===== src/rtl/inst_loader.sv =====
// inst_loader: UART byte-stream program loader driving the instruction BRAM write port.
// Optional trailing checksum byte is enabled by defining INST_LOADER_CHECKSUM_EN.
package utils;
   typedef struct packed {
      logic        wenable;
      logic [31:0] waddr;
      logic [31:0] wdata;
   } bram_wreq_t;
endpackage

module inst_loader #(
   parameter int unsigned MEMSIZE  = 128,
   parameter int unsigned WIDTH    = 32,
   parameter logic [7:0]  ACK_BYTE = 8'hAA,
   parameter logic [7:0]  NAK_BYTE = 8'h55
) (
   input  logic              clk,
   input  logic              rstn,
   input  logic              start,
   input  logic              rx_valid,
   input  logic [7:0]        rx_data,
   output utils::bram_wreq_t mem_wreq,
   output logic              tx_valid,
   output logic [7:0]        tx_data,
   output logic              busy,
   output logic              done,
   output logic              error,
   output logic [31:0]       words_loaded
);

   localparam logic [31:0] WMASK =
      (WIDTH >= 32) ? 32'hFFFF_FFFF : ((32'd1 << WIDTH) - 32'd1);

   typedef enum logic [2:0] {
      S_IDLE,
      S_LEN,
      S_DATA,
`ifdef INST_LOADER_CHECKSUM_EN
      S_CSUM,
`endif
      S_FIN
   } state_t;

   state_t      r_state;
   logic [1:0]  r_bcnt;
   logic [31:0] r_len;
   logic [31:0] r_widx;
   logic [31:0] r_word;
   logic [7:0]  r_sum;

   logic [31:0] w_len_full;
   logic [31:0] w_word_full;
   logic        w_last_byte;
   logic        w_last_word;
   logic        w_in_mem;
   logic        w_len_err;
   logic [7:0]  w_sum_next;

   // Both length and data words arrive LSB first, so shift in from the top.
   assign w_len_full  = {rx_data, r_len[31:8]};
   assign w_word_full = {rx_data, r_word[31:8]};
   assign w_last_byte = (r_bcnt == 2'd3);
   assign w_last_word = ((r_widx + 32'd1) == r_len);
   assign w_in_mem    = (r_widx < MEMSIZE);
   assign w_len_err   = (w_len_full > MEMSIZE);
   assign w_sum_next  = r_sum + rx_data;

   always_ff @(posedge clk) begin
      if (!rstn) begin
         r_state      <= S_IDLE;
         r_bcnt       <= 2'd0;
         r_len        <= 32'd0;
         r_widx       <= 32'd0;
         r_word       <= 32'd0;
         r_sum        <= 8'd0;
         mem_wreq     <= '0;
         tx_valid     <= 1'b0;
         tx_data      <= 8'd0;
         busy         <= 1'b0;
         done         <= 1'b0;
         error        <= 1'b0;
         words_loaded <= 32'd0;
      end else begin
         mem_wreq.wenable <= 1'b0;
         tx_valid         <= 1'b0;
         unique case (r_state)
            S_IDLE: begin
               if (start) begin
                  r_state      <= S_LEN;
                  r_bcnt       <= 2'd0;
                  r_len        <= 32'd0;
                  r_widx       <= 32'd0;
                  r_sum        <= 8'd0;
                  busy         <= 1'b1;
                  done         <= 1'b0;
                  error        <= 1'b0;
                  words_loaded <= 32'd0;
               end
            end
            S_LEN: begin
               if (rx_valid) begin
                  r_len  <= w_len_full;
                  r_bcnt <= r_bcnt + 2'd1;
                  if (w_last_byte) begin
                     if (w_len_err)
                        error <= 1'b1;
                     if (w_len_full == 32'd0) begin
`ifdef INST_LOADER_CHECKSUM_EN
                        r_state  <= S_CSUM;
`else
                        r_state  <= S_FIN;
                        tx_valid <= 1'b1;
                        tx_data  <= w_len_err ? NAK_BYTE : ACK_BYTE;
`endif
                     end else begin
                        r_state <= S_DATA;
                     end
                  end
               end
            end
            S_DATA: begin
               if (rx_valid) begin
                  r_word <= w_word_full;
                  r_sum  <= w_sum_next;
                  r_bcnt <= r_bcnt + 2'd1;
                  if (w_last_byte) begin
                     r_widx <= r_widx + 32'd1;
                     // Words beyond memory depth are consumed but not written.
                     if (w_in_mem) begin
                        mem_wreq.wenable <= 1'b1;
                        mem_wreq.waddr   <= r_widx;
                        mem_wreq.wdata   <= w_word_full & WMASK;
                        words_loaded     <= words_loaded + 32'd1;
                     end
                     if (w_last_word) begin
`ifdef INST_LOADER_CHECKSUM_EN
                        r_state  <= S_CSUM;
`else
                        r_state  <= S_FIN;
                        tx_valid <= 1'b1;
                        tx_data  <= error ? NAK_BYTE : ACK_BYTE;
`endif
                     end
                  end
               end
            end
`ifdef INST_LOADER_CHECKSUM_EN
            S_CSUM: begin
               if (rx_valid) begin
                  r_state  <= S_FIN;
                  tx_valid <= 1'b1;
                  if (rx_data != r_sum) begin
                     error   <= 1'b1;
                     tx_data <= NAK_BYTE;
                  end else begin
                     tx_data <= error ? NAK_BYTE : ACK_BYTE;
                  end
               end
            end
`endif
            S_FIN: begin
               r_state <= S_IDLE;
               busy    <= 1'b0;
               done    <= 1'b1;
            end
            default: r_state <= S_IDLE;
         endcase
      end
   end

endmodule


===== config.mk =====
export PLATFORM = sky130hd
export DESIGN_NAME = inst_loader
export DESIGN_NICKNAME = d
export VERILOG_FILES = /design/src/rtl/inst_loader.sv
export SDC_FILE = /design/constraint.sdc
export NUM_CORES = 1
export LEC_CHECK = 0
export CORE_UTILIZATION = 55
export DETAILED_ROUTE_END_ITERATION = 8
export DONT_BUFFER_PORTS = 1
export GPL_TIMING_DRIVEN = 0
export HOLD_SLACK_MARGIN = 0.05
export PLACE_DENSITY = 0.79
export SLEW_MARGIN = 0
export SYNTH_ARGS = -nofsm -noshare
export SYNTH_HDL_FRONTEND = slang
export SYNTH_SLANG_ARGS = --single-unit

===== constraint.sdc =====
create_clock -name clk -period 2.7 [get_ports clk]
set_input_delay 0.675 -clock clk [delete_from_list [all_inputs] [get_ports clk]]
set_output_delay 0.675 -clock clk [all_outputs]
set_load 0.01 [all_outputs]

-- After elaboration in Yosys (flattened, before gate mapping)
Cells that the tools add are included.
- flip-flop bits (word level): 210
- input port bits: 12
- output and inout port bits: 109
- add/sub/neg operators: 3
- order comparisons: 2
- eq/ne operators: 15
- mux-type cells: 46
- reduce and logical (&&, ||, !) cells: 19
- operators with widths (kind ; count):
    32-bit 2-to-1 mux ; 7
    32-bit case mux with 2 select lines ; 3
    65-bit 2-to-1 mux ; 1
    32-bit by 1-bit adder with 32-bit output (second input constant) ; 2
    8-bit 2-to-1 mux ; 8
    32-bit equality test ; 1
    32-bit by 8-bit > comparator with 1-bit output (second input constant) ; 1
    32-bit logical NOT ; 1
    32-bit by 8-bit less-than comparator with 1-bit output (second input constant) ; 1
    3-bit 2-to-1 mux ; 6
    2-bit inequality test (second input constant) ; 9
    8-bit case mux with 2 select lines ; 1
    1-bit 2-to-1 mux ; 12
    4-bit AND reduction ; 3
    5-bit AND reduction ; 2
    2-bit nonzero test ; 5
    3-bit case mux with 3 select lines ; 1
    1-bit case mux with 2 select lines ; 4
    7-bit AND reduction ; 1
    3-bit by 2-bit equality test with 1-bit output (second input constant) ; 2
    3-bit AND reduction ; 2
    6-bit AND reduction ; 1
    2-bit 2-to-1 mux ; 2
    2-bit case mux with 2 select lines ; 1
    other kinds (7) ; 8

-- Depth between registers and ports, before layout
Gate-level depths: netlist of the first run.
- depth in word-level cells: 6
- depth in mapped cells: 13
- mapped depth without buffers: 11

-- Worst setup path before layout of the first run
OpenSTA, ideal clock, no wires.
- kind: reg2reg
- start: register r_widx[1]
- end: register tx_data[5]
- data arrival time: 2.921 ns
- slack: -0.281 ns
- cell stages (with the launch flop): 13
- clock period less this slack: 2.981 ns
- cell sequence: dfxtp_1 -> ha_1 -> buf_2 -> and3_1 -> buf_2 -> nand4_1 -> or4_1 -> xnor2_1 -> nor4_1 -> nand4_1 -> or4b_1 -> nand3b_1 -> and3_1
- longest elaborated chain between the ends: 4
- RTL lines (item ; RTL line ; text):
    start, declared ; 47 ; logic [31:0] r_widx;
    start signal, assigned ; 127 ; r_widx <= r_widx + 32'd1;
    32-bit by 1-bit adder with 32-bit output ; 63 ; assign w_last_word = ((r_widx + 32'd1) == r_len);
    32-bit equality test ; 63 ;
    2-bit inequality test (no line) ; -- ;
    7-bit AND reduction (no line) ; -- ;
    end signal, assigned ; 113 ; tx_data <= w_len_err ? NAK_BYTE : ACK_BYTE;
    end signal, assigned ; 141 ; tx_data <= error ? NAK_BYTE : ACK_BYTE;
    end, declared ; 24 ; output logic [7:0] tx_data,
No other way between the ends.
A chain may end at the register's enable or synchronous reset.

-- Final worst setup path of the first run
- start: register r_widx[0]
- end: register tx_data[6]
Same word-level chain as after synthesis.

==> summary.txt, run 1 <==
Synthesis
  • Top area cells in the synthesized netlist: dfxtp_1 44%, nand2_1 9.1%, a21oi_1 8.4%, nor2_1 3.8%, nand3_1 3.5%
  • Ys async rst share: 0%
  • Synth Area in Simple Gates: 29.1%
  • #FFs+latches synth: 195
  • Synth Area in XOR/XNOR: 6.79%
  • Synth area leader: dfxtp_1
  • Fraction of synthesized area in multiplexers: 0.787%
  • Post-Syn Area per Cell: 7.87 sq um
  • Synth top area share: 43.8%
  • Synthesized netlist cell count: 1,131
  • Compound-Gate Fraction of Synth Area: 13.3%
  • Dominant cell by count in the synthesized netlist: nand2_1
  • Synth Cell Area: 8910 sq um
  • Largest family of logic cells by synthesized area: simple AND/OR/NAND/NOR gates
  • Commonest cells in the netlist: 215 x nand2_1, 195 x dfxtp_1, 150 x a21oi_1
  • Library cells used by synthesis: 59
  • Primary FF master, synth: dfxtp_1
  • Post-synthesis adder-cell area fraction: 0.983%
  • Sequential share of the synthesized area: 43.8%
  • Ys Warns: 0
  • Number of flops mapped to enable cells by yosys: 0
  • Net count after synthesis: 1,150

CTS
  • CTS tree: done
  • CTS root buffer: clkbuf_16
  • Clock Latency Late Sink: 440 ps
  • CTS Buf Count: 17
  • H-tree depth: 4
  • Hold_buf cts: 0
  • Clock Sinks: 195
  • Clk slew on worst S/H paths: 70 ps
  • Clk buf depth: 2

STA
  • Fin crit share: 112%
  • Slew headroom: 44.7%
  • Setup_tns: -1340 ps
  • RSZ-0062 raised after global routing: yes
  • Final hold vios: 0
  • Setup WS post-layout: -314 ps
  • Worst Max-Slew Pin Slew: 829 ps
  • Achievable Freq: 332 MHz
  • Fin crit period: 3010 ps
  • Setup violators final: 5
  • Clk_skew: 10.8 ps
  • Fin. max-slew vios: 0

Placed design
  • Post-DP HPWL: 17,700 microns
  • Gp weighted congestion: 0.978
  • Placement Cell Area: 9190 sq um
  • Port Buffer Count: 0
  • Place WS: -583 ps

Status
  • Failing checks: setup timing
  • Status: finished, violations left

Job
  • Total of max-cap violations: 0

Cells and area
  • Diode count: 0
  • Layout cells sized above 1: 14.6%
  • Area growth syn-to-layout: 17.6%
  • Filler Cell Count: 1,300
  • Nets: 1,209
  • Post-route cell area: 10,500 sq um
  • Final core occ: 66.2%

GRT
  • Global route overflow: 0
  • Vias in the first global route: 7,835
  • Initial antenna violation count: 0
  • Aggregate global-route resource usage: 31.2%
  • Largest net degree at the start of global routing: 18
  • Global-route wire length before repair: 40,000 microns

Power
  • Maximum vdd drop: 0.496 mV
  • Leak pwr: 3.85 nW
  • Power per cell area: 660 nW/um^2
  • Total design power: 6.91 mW

Worst setup path
  • R2r startpoint: r_widx[0]
  • CP Class: register to register
  • Critical-path maximum fanout: 6
  • CP startpoint kind: register
  • Worst setup EP type: register
  • Critical Path RT: 3000 ps
  • Worst Setup SP: r_widx[0]
  • Reg2reg path depth: 12
  • Worst EP arrival: 3310 ps

Die
  • # rows: 46
  • Die W: 129 microns
  • Core area: 15,800 sq um
  • Die ar.: 16,700 sq um
  • # IOs: 121
  • Die Ht: 129 microns
  • Initial core utilization: 56.3%

Hold path
  • Hold Crit Class: input pin to register
  • HP Start: rx_data[4]
  • WHS Path Cells: 2

Drt
  • Post-DR vias/cell: 5.99
  • DR pass1 iterations: 5
  • Final wirelength: 26,100 microns
  • Final antenna-violating net count: 0
  • Routed vias: 8,500
  • DRC Markers: 0
  • Iteration-0 DRC count of the detailed router: 920
  • Per-cell routed wire length: 18.4 microns
==> logic make-up after synthesis <==
family                   count (synthesis)
buffers and inverters                  103
AO/OA/AOI/OAI                          218
XOR/XNOR                                69
adder cells (fa/ha/maj)                  7
flip-flops                             195
AND/OR/NAND/NOR                        532
multiplexers                             7
==> layer usage <==
metal | up-vias | part of all wire [%] | track usage (%) | wire length (microns)
met5 | - | 0 | 0 | 0
met4 | 0 | 3.3 | 14.5 | 857
met3 | 68 | 8.7 | 7.56 | 2260
met2 | 423 | 47 | 50.9 | 12300
met1 | 4001 | 41 | 38.9 | 10700
li1 | 4008 | - | - | -
==> critical path: stages (launching register included) <==
cell and delay [ps]:
dfxtp_2 360, buf_6 100, and4_1 190, buf_6 120, nand4_1 180, or4_4 500
xnor2_2 170, nor4_2 270, nand4_1 170, buf_6 180, or4b_4 480, nand3_1 100
a21oi_1 60
==> placed cells by master (no fill, tap or decap), types with 4 or more instances in the layout <==
master / instances
dfxtp_4: 7
and2_1: 6
and4_1: 7
nand3_1: 59
clkbuf_2: 9
ha_1: 5
xnor2_1: 33
nand4_1: 19
nor2_1: 86
a21oi_1: 149
or4_1: 7
clkbuf_1: 48
buf_2: 7
mux2i_1: 7
nor3_4: 4
dfxtp_2: 7
nand3b_1: 4
inv_6: 4
nor4_2: 5
buf_6: 17
or3_1: 8
dfxtp_1: 181
inv_1: 10
nor3_1: 19
clkbuf_16: 17
a21o_1: 10
o21ai_0: 35
buf_4: 48
nor4_1: 16
nor4_4: 6
nand2_1: 214
and3_1: 36
xor2_1: 34
==> flip-flops by register name (all words and copies together) (netlist names) <==
register	count
busy	1
done	1
error	1
mem_wreq	65
r_bcnt	2
r_len	32
r_state	2
r_widx	32
r_word	24
tx_data	2
tx_valid	1
words_loaded	32
==> path summary, 6_finish.rpt <==
check,end,slack (ps)
max reg2reg,tx_data[6],-310
min,r_word[28],360
max,tx_data[6],-310
min reg2reg,mem_wreq[4],460
==> per-stage QoR <==
stage	hold slack, ps	std cells
finish	363	1418
global route	354	1418
CTS	358	1394
detailed placement	447	1347
global placement	444	1347
floorplan	432	1131
==> where the power goes <==
group	internal [mW]	switching [mW]	total (mW)
clock	1.29	1.16	2.45
sequential	2.93	0.0773	3.00
combinational	0.442	1.02	1.46
==> cell type report <==
cell class,count,area [sq um],share of cell area (%)
Clock inverter,12,120,1.15
Sequential cell,195,3940,37.6
Clock buffer,19,433,4.13
Tap cell,216,270,2.58
Multi-Input combinational cell,833,4840,46.2
Inverter,12,47.5,0.454
Buffer,86,467,4.46
Timing Repair Buffer,45,357,3.40
==> timing repair <==
action,in CTS,in global routing
setup endpoints to repair,67,60
pin swaps,22,24
resized for setup,58,58
setup buffers,17,28
(Power assumes the default switching activity.)
==> run 2: changes to the inputs <==
Settings changed: CTS_CLUSTER_SIZE set to 12.
==> results of run 2 <==
Final layout, timing and power as in run 1 (identical DEF).
